## src/rtl/layer_pkg.sv

```systemverilog
// -----------------------------------------------------------------------------
// layer_pkg
// Definitions shared by the layer engines (conv/max-pool, flatten) that sit on
// the common layer-memory bus.
//   - CSEL_* : memory-select codes driven on csel
//   - DATA_W : layer data width (signed Q4.16)
//   - ADDR_W : layer-memory address width
//   - L1_DEPTH : words per 32x32 L1 map
//   - flat_state_e : state encoding of the flatten sequencer
// -----------------------------------------------------------------------------
package layer_pkg;

  localparam int DATA_W   = 20;
  localparam int ADDR_W   = 12;
  localparam int L1_DEPTH = 1024;

  localparam logic [2:0] CSEL_NONE = 3'b000;
  localparam logic [2:0] CSEL_L0   = 3'b001;
  localparam logic [2:0] CSEL_L1K0 = 3'b011;
  localparam logic [2:0] CSEL_L1K1 = 3'b100;
  localparam logic [2:0] CSEL_L2   = 3'b101;

  typedef enum logic [2:0] {
    FL_IDLE = 3'd0,
    FL_RD   = 3'd1,
    FL_CAP  = 3'd2,
    FL_WR   = 3'd3,
    FL_FIN  = 3'd4
  } flat_state_e;

endpackage : layer_pkg

```

## src/rtl/flatten_l2.sv

```systemverilog
// -----------------------------------------------------------------------------
// flatten_l2
// Layer-2 flatten stage. After the conv/max-pool engine has filled the two
// 32x32 L1 maps, one start pulse makes this block copy them into L2,
// interleaved element by element: L2[2*i+k] = L1K<k>[i].
// Each element takes three cycles: RD (present address), CAP (hold address,
// capture data), WR (write L2). The data word is passed through bit-exact.
//
// Ports
//   clk, reset   clock; asynchronous active-high reset
//   start        one-cycle request, L1 complete (ignored while busy)
//   busy         high from the first RD through FIN
//   done         one-cycle pulse in FIN, L2 complete
//   crd          layer-memory read enable
//   caddr_rd     read address {2'b0, idx}
//   cdata_rd     read data (valid by the end of CAP)
//   cwr          layer-memory write enable
//   caddr_wr     write address {1'b0, idx, k}
//   cdata_wr     write data (captured read word)
//   csel         memory select (layer_pkg CSEL_* codes)
//   nz_count     nonzero words written in the last pass, held until next start
// -----------------------------------------------------------------------------
module flatten_l2
  import layer_pkg::*;
#(
  parameter int L1_DEPTH = layer_pkg::L1_DEPTH,
  parameter int DATA_W   = layer_pkg::DATA_W,
  parameter int ADDR_W   = layer_pkg::ADDR_W
) (
  input  logic              clk,
  input  logic              reset,
  input  logic              start,
  output logic              busy,
  output logic              done,
  output logic              crd,
  output logic [ADDR_W-1:0] caddr_rd,
  input  logic [DATA_W-1:0] cdata_rd,
  output logic              cwr,
  output logic [ADDR_W-1:0] caddr_wr,
  output logic [DATA_W-1:0] cdata_wr,
  output logic [2:0]        csel,
  // 12 bits so that a fully nonzero pass (2048 words) is representable.
  output logic [11:0]       nz_count
);

  localparam int IDX_W = $clog2(L1_DEPTH);
  localparam logic [IDX_W-1:0] IDX_LAST = IDX_W'(L1_DEPTH - 1);

  flat_state_e       state_q, state_d;
  logic [IDX_W-1:0]  idx_q, idx_d;
  logic              k_q, k_d;
  logic [DATA_W-1:0] data_q, data_d;
  logic [11:0]       nz_q, nz_d;

  // ---------------------------------------------------------------------------
  // State and counter registers
  // ---------------------------------------------------------------------------
  // NOTE: clocked state uses non-blocking assignments so every register
  // samples the pre-edge values regardless of statement order.
  always_ff @(posedge clk or posedge reset) begin
    if (reset) begin
      state_q <= FL_IDLE;
      idx_q   <= '0;
      k_q     <= 1'b0;
      data_q  <= '0;
      nz_q    <= '0;
    end else begin
      state_q <= state_d;
      idx_q   <= idx_d;
      k_q     <= k_d;
      data_q  <= data_d;
      nz_q    <= nz_d;
    end
  end

  // ---------------------------------------------------------------------------
  // Next-state logic
  // ---------------------------------------------------------------------------
  // NOTE: every variable gets a default before the case so no path leaves a
  // value unassigned, which would infer a latch.
  always_comb begin
    state_d = state_q;
    idx_d   = idx_q;
    k_d     = k_q;
    data_d  = data_q;
    nz_d    = nz_q;

    unique case (state_q)
      FL_IDLE: begin
        if (start) begin
          state_d = FL_RD;
          idx_d   = '0;
          k_d     = 1'b0;
          nz_d    = '0;
        end
      end

      FL_RD: state_d = FL_CAP;

      FL_CAP: begin
        data_d  = cdata_rd;
        state_d = FL_WR;
      end

      FL_WR: begin
        nz_d = nz_q + 12'(data_q != '0);
        if (!k_q) begin
          k_d     = 1'b1;
          state_d = FL_RD;
        end else if (idx_q == IDX_LAST) begin
          // Terminate by compare; idx never wraps.
          state_d = FL_FIN;
        end else begin
          k_d     = 1'b0;
          idx_d   = idx_q + 1'b1;
          state_d = FL_RD;
        end
      end

      FL_FIN: state_d = FL_IDLE;

      default: state_d = FL_IDLE;
    endcase
  end

  // ---------------------------------------------------------------------------
  // Output decode: registered state and counters only, so there is no
  // combinational path from any input to any output.
  // ---------------------------------------------------------------------------
  always_comb begin
    busy     = 1'b0;
    done     = 1'b0;
    crd      = 1'b0;
    caddr_rd = '0;
    cwr      = 1'b0;
    caddr_wr = '0;
    cdata_wr = '0;
    csel     = CSEL_NONE;

    unique case (state_q)
      FL_IDLE: ;

      // RD and CAP drive identical read signals so the address is stable for
      // the whole two-cycle read window.
      FL_RD, FL_CAP: begin
        busy     = 1'b1;
        crd      = 1'b1;
        caddr_rd = ADDR_W'(idx_q);
        csel     = k_q ? CSEL_L1K1 : CSEL_L1K0;
      end

      FL_WR: begin
        busy     = 1'b1;
        cwr      = 1'b1;
        caddr_wr = ADDR_W'({idx_q, k_q});
        cdata_wr = data_q;
        csel     = CSEL_L2;
      end

      FL_FIN: begin
        busy = 1'b1;
        done = 1'b1;
      end

      default: ;
    endcase
  end

  assign nz_count = nz_q;

endmodule : flatten_l2

```

## config.mk

```make
export PLATFORM = sky130hd
export DESIGN_NAME = flatten_l2
export DESIGN_NICKNAME = d
export VERILOG_FILES = /design/src/rtl/layer_pkg.sv /design/src/rtl/flatten_l2.sv
export SDC_FILE = /design/constraint.sdc
export NUM_CORES = 1
export LEC_CHECK = 0
export CAP_MARGIN = 20
export CORE_MARGIN = 4
export CORE_UTILIZATION = 41
export CTS_BUF_LIST = sky130_fd_sc_hd__clkbuf_16
export CTS_CLUSTER_SIZE = 20
export DETAILED_ROUTE_END_ITERATION = 8
export GPL_TIMING_DRIVEN = 0
export MAX_ROUTING_LAYER = met4
export PLACE_DENSITY_LB_ADDON = 0.25
export SLEW_MARGIN = 25
export SYNTH_ARGS = -nofsm -noshare
export SYNTH_HDL_FRONTEND = slang
export SYNTH_SLANG_ARGS = --single-unit
export TNS_END_PERCENT = 100
```

## constraint.sdc

```tcl
create_clock -name clk -period 1.9 [get_ports clk]
set_clock_uncertainty 0.05 [all_clocks]
set_input_delay 0.38 -clock clk [delete_from_list [all_inputs] [get_ports clk]]
set_output_delay 0.38 -clock clk [all_outputs]
set_load 0.02 [all_outputs]
```

==> results.json, run 1 <==
{
  "outcome": "complete, but fails checks",
  "violations": "negative setup slack",
  "crit_family": "simple AND/OR/NAND/NOR gates",
  "peakVddDrop_mv": 1.24,
  "grt_usage": 0.217,
  "antenna_cells": 0,
  "async_flop_share": 1.00,
  "drt_iter0_drc": 157,
  "rsz0062_at_grt": "yes",
  "die_area_mm2": 0.00747,
  "power.density_mw_per_mm2": 1650,
  "gr-total-overflow": 0,
  "cts.path.max_buffers": 2,
  "yosys_warnings": 0,
  "fin_crit_sh": 1.18,
  "hold_violations": 0,
  "path_class": "register to register",
  "fmax_ghz": 0.447,
  "place_congestion": 0.850,
  "yosys_register_bits": 46,
  "path_clk_slew_ns": 0.06,
  "synth_edf_count": 0,
  "synth.distinct_cells": 41,
  "syn_inst": 258,
  "p_leak_nw": 1.97,
  "ys.flop_type": "dfrtp_1",
  "grt_pass1_wl_um": 12400,
  "core_area_mm2": 0.00596,
  "cts_buffers": 5,
  "row_count": 28,
  "whs_ns": 0.420,
  "drive_above_1_share": 0.521,
  "detail_route.first_pass.iterations": 5,
  "clock_latency_ns": 0.29,
  "cp_max_fo": 4,
  "synth.avg_cell_area_um2": 9.78,
  "fill_cells": 420,
  "most-common-layout-cells": "buf_6 (51), dfrtp_1 (45), and2_4 (36), buf_4 (33), clkdlybuf4s50_1 (33)",
  "final_nets": 413,
  "slowest_delay_ns": 0.53,
  "route.detailed.drc": 0,
  "via_per_inst": 5.43,
  "worstReg2RegStart": "state_q[1]",
  "fin_setup_tns_ns": -9.98,
  "worst_pin_slew_ns": 0.575,
  "finalSetupViolations": 54,
  "crit_path_frequent_cell": "buf_6",
  "netlist_area_mm2": 0.00252,
  "crit_start": "state_q[1]",
  "critPathLaunchType": "register",
  "critPathBufInv": 2,
  "die_height_um": 86.5,
  "initial_utilization": 0.424,
  "dp_hpwl_um": 4670,
  "wirelength_um": 8100,
  "cts_hold_buf": 0,
  "fp.dieW_um": 86.5,
  "crit_path_cell_trace": "buf_6 > or4b_4 > a211o_4 > buf_6 > or3_1 > a21oi_1",
  "hold_path.class": "input pin to asynchronous set/reset pin",
  "clockRootBuffer": "clkbuf_16",
  "io_pins": 86,
  "crit_slowest_cell": "or4b_4",
  "final_core_util": 0.744,
  "wl_per_cell_um": 17.5,
  "clock_sinks": 46,
  "antenna_left": 0,
  "final_cells": 463,
  "maxSlewViolCount": 0,
  "slew_headroom": 0.616,
  "grt_antenna_before_repair": 0,
  "critPathRequiredTime_ns": 2.06,
  "pre_cts_ws_ns": -1.01,
  "place.port_buffers": 82,
  "period_needed_ns": 2.24,
  "ys_seq_area_frac": 0.456,
  "worst_slack_ns": -0.339,
  "maxCapViolations": 0,
  "grt_pass1_vias": 2474,
  "grt_max_degree": 26,
  "vias": 2512,
  "arrival_ns": 2.40,
  "cts_tree": "built",
  "layout_commonest_cell": "buf_6",
  "endpoint_kind": "register",
  "dp.cells": 418,
  "h-tree-depth": 2,
  "area_delta_synth_final_pct": 75.7
}
-- state kept, by name (all words and copies together), names as in the netlist --
register,flops
data_q,20
idx_q,10
nz_count,12
k_q,1
state_q,3
-- power by group --
part	total [W]	internal [W]	switching, W
combinational	0.00474	0.00258	0.00217
clock	0.000846	0.000476	0.000370
sequential	0.00175	0.00134	0.000402
-- layer usage --
metal,part of all wire,up-vias,GRT usage
met5,0,-,-
met4,0.022,0,0.0680
met3,0.066,17,0.0523
met2,0.50,104,0.341
met1,0.41,1224,0.279
li1,-,1167,-
-- per-stage QoR --
stage          total power [W]  area (µm²)
6_report               0.00733        4430
5_1_grt                0.00774        4430
4_1_cts                0.00690        4190
2_1_floorplan          0.00348        2570
3_3_place_gp           0.00469        3480
3_5_place_dp           0.00475        3510
-- logic make-up (layout without fill, tap and decap cells) --
group / after synthesis / after routing / share of synthesized area
fa+ha+maj: 3 / 3 / 0.0149
other cells: 1 / 3 / 0.00149
compound gates: 46 / 46 / 0.109
buf+inv: 24 / 151 / 0.0431
flops: 46 / 46 / 0.456
xor+xnor: 3 / 3 / 0.0104
mux: 26 / 26 / 0.113
simple gates: 109 / 110 / 0.252
-- layout make-up --
cell class | instances | area [µm²] | share of cell area
Clock inverter | 3 | 12.5 | 0.00282
Tap cell | 75 | 93.8 | 0.0212
Inverter | 5 | 18.8 | 0.00423
Clock buffer | 5 | 125 | 0.0282
Buffer | 17 | 190 | 0.0429
Timing Repair Buffer | 121 | 1220 | 0.276
Multi-Input combinational cell | 191 | 1620 | 0.365
Sequential cell | 46 | 1150 | 0.260
-- synth_stat cells (2+ instances only) --
cell type,number,area share
mux2i_1,6,0.024
and3_1,5,0.012
nand4_1,5,0.012
and2_1,42,0.10
xnor2_1,2,0.0069
and4_1,2,0.0069
nand2_1,16,0.024
dfrtp_1,46,0.46
ha_1,3,0.015
o21ai_0,16,0.032
nor2_1,8,0.012
inv_1,5,0.0074
buf_4,3,0.0089
nor4b_1,2,0.0069
nor4_1,5,0.012
a21oi_1,14,0.028
nor3_1,2,0.0040
o31ai_1,9,0.027
nand3_1,11,0.022
or4_1,2,0.0059
nand4b_1,2,0.0069
clkbuf_1,14,0.021
mux2_2,20,0.089
-- worst paths after layout --
kind                                      to  slack [ns]  depth (start not counted)
worst max-delay path                idx_q[5]       -0.34                          6
worst min-delay path             nz_count[5]        0.42                          2
worst max register to register      idx_q[5]       -0.34                          6
worst min register to register  nz_count[11]        0.44                          1
max in group asynchronous           idx_q[0]        0.86                          3
min in group clk                nz_count[11]        0.44                          1
-- what timing repair did --
item | in CTS | in global routing
setup endpoints to repair | 87 | 88
pin swaps | 28 | 13
gates resized for setup | 352 | 57
buffers inserted | 28 | 8
gates cloned | 4 | 1
endpoints found under the hold margin | 0 | 0
(Power assumes the default switching activity.)
==> inputs of run 2 (changes only) <==
- CORE_UTILIZATION: 41 -> 25
==> run 2 against run 1 <==
The flow still finishes with violations (negative setup slack). Critical path depth unchanged. Hold slack worse by 0.0016 ns. Cell area down 1.4%. First-iteration DRC count down 33%. Largest power group unchanged. Largest cell class unchanged. Non-clock buffer count is 6 lower. Via count is 4.6% lower. Flip-flop and latch count unchanged.
==> results.json, run 2 (synthesis results as in run 1) <==
{
  "outcome": "complete, but fails checks",
  "violations": "negative setup slack",
  "clockRootBuffer": "clkbuf_16",
  "wl_per_cell_um": 15.1,
  "maxSlewViolCount": 0,
  "power_switching_w": 0.00279,
  "reg2reg_slack_ns": -0.33,
  "crit_family": "simple AND/OR/NAND/NOR gates",
  "wirelength_um": 7760,
  "final_nets": 407,
  "layout_commonest_cell": "buf_6",
  "path_class": "register to register",
  "route.detailed.drc": 0,
  "hp-start": "nz_count[11]",
  "core_area_mm2": 0.00982,
  "antenna_left": 0,
  "timing.rr.end": "idx_q[9]",
  "slowest_delay_ns": 0.53,
  "place_congestion": 0.844,
  "antenna_cells": 0,
  "critPathBufInv": 2,
  "hold_violations": 0,
  "crit_end": "idx_q[9]",
  "r2r_cells": 6,
  "p_clk_frac": 0.120,
  "peakVddDrop_mv": 0.723,
  "fill_cells": 986,
  "largest_register_ff_count": 20,
  "cp_max_fo": 5,
  "maxCapViolations": 0,
  "critPathRequiredTime_ns": 2.06,
  "swShare": 0.396,
  "crit_slowest_cell": "or4b_4",
  "gr-total-overflow": 0,
  "grt_antenna_before_repair": 0,
  "vias": 2396,
  "pre_cts_ws_ns": -1.05,
  "hold_path.class": "register to register",
  "p_leak_nw": 1.92,
  "cts.path.max_buffers": 2,
  "internal_power_w": 0.00425,
  "worst_pin_slew_ns": 0.620,
  "fp.dieW_um": 108,
  "grt_usage": 0.139,
  "grt_max_degree": 47,
  "p_comb_frac": 0.637,
  "detail_route.first_pass.iterations": 4,
  "die_area_mm2": 0.0118,
  "path_clk_slew_ns": 0.07,
  "initial_utilization": 0.257,
  "grt_pass1_wl_um": 12600,
  "place.port_buffers": 82,
  "power.density_mw_per_mm2": 1610,
  "critPathLaunchType": "register",
  "cts_tree": "built",
  "via_per_inst": 4.66,
  "drt_iter0_drc": 105,
  "cts_buffers": 5,
  "die_height_um": 108,
  "regMostFlops": "data_q",
  "grt_pass1_vias": 2577,
  "h-tree-depth": 2,
  "most-common-layout-cells": "buf_6 (46), dfrtp_1 (45), and2_4 (33), clkdlybuf4s50_1 (32), buf_4 (30)",
  "finalSetupViolations": 40,
  "place_area_mm2": 0.00356,
  "worstReg2RegStart": "state_q[1]",
  "seqPwrFrac": 0.243,
  "endpoint_kind": "register",
  "clock_sinks": 46,
  "period_needed_ns": 2.23,
  "fin_crit_sh": 1.17,
  "worst_slack_ns": -0.329,
  "slew_headroom": 0.587,
  "crit_path_frequent_cell": "buf_6",
  "arrival_ns": 2.39,
  "crit_path_cell_trace": "buf_6 > or4b_4 > a211o_4 > buf_6 > or4_4 > a21oi_2",
  "rsz0062_at_grt": "yes",
  "crit_start": "state_q[1]",
  "dp_hpwl_um": 5010,
  "drive_above_1_share": 0.504,
  "final_design_area_no_fill_mm2": 0.00437,
  "fmax_ghz": 0.449,
  "path_depth": 6,
  "clock_latency_ns": 0.28,
  "area_delta_synth_final_pct": 73.2,
  "row_count": 36,
  "io_pins": 86,
  "cts_hold_buf": 0
}
-- run 2: cell types whose count changed in the layout (fill, tap and decap cells not counted), moves of 3 or more --
cell	before	now
buf_6	51	46
o21ai_0	8	12
and2_4	36	33
buf_4	33	30
-- run 2: routing by layer --
layer	vias to the layer above	track usage	share of wire	routed length, µm
met5	-	-	0	0
met4	0	0.0325	0.0064	50
met3	6	0.0322	0.059	456
met2	78	0.222	0.47	3650
met1	1154	0.178	0.46	3600
li1	1158	-	-	-
-- run 2: repair_timing --
item	4_1_cts	5_1_grt
gates resized for setup	343	44
setup buffers	25	6
gates cloned	4	0
pin swaps	28	16
hold endpoints to repair	0	0
setup endpoints to repair	87	89
-- run 2: area by class of cell --
class,instances,area (µm²),share of cell area
multi-input combinational,191,1590,0.363
clock buffer,5,125,0.0286
inverter,5,21.3,0.00487
tap,133,166,0.0381
buffer,17,183,0.0418
timing repair buffer,115,1130,0.258
clock inverter,2,10.0,0.00229
sequential,46,1150,0.264
-- run 2: power by group through the flow --
| stage | clock network [W] | logic (W) | registers [W] |
|---|---|---|---|
| floorplan | 0 | 0.00184 | 0.00164 |
| global placement | 0 | 0.00312 | 0.00166 |
| detailed placement | 0 | 0.00313 | 0.00167 |
| CTS | 0.000861 | 0.00437 | 0.00168 |
| global route | 0.000905 | 0.00483 | 0.00178 |
| finish | 0.000842 | 0.00449 | 0.00171 |
-- run 2: through the flow --
step | hold WS, ns | util | std cells | setup TNS [ns] | power [W]
after floorplan | 0.444 | - | 260 | -0.340 | 0.00348
after global placement | 0.416 | 0.362 | 475 | -80.18 | 0.00477
after detailed placement | 0.416 | 0.362 | 475 | -49.84 | 0.00480
after CTS | 0.424 | 0.429 | 509 | -7.99 | 0.00691
after global routing | 0.455 | 0.445 | 514 | -11.44 | 0.00751
final | 0.418 | 0.445 | 514 | -7.54 | 0.00704
-- run 2: how the worst min path moves through the flow --
stage               slack [ns]  depth (start not counted)            to
floorplan                 0.44                          1      idx_q[8]
global placement          0.42                          1  nz_count[11]
detailed placement        0.42                          1  nz_count[11]
CTS                       0.42                          1  nz_count[11]
global route              0.45                          1  nz_count[11]
finish                    0.42                          1  nz_count[11]
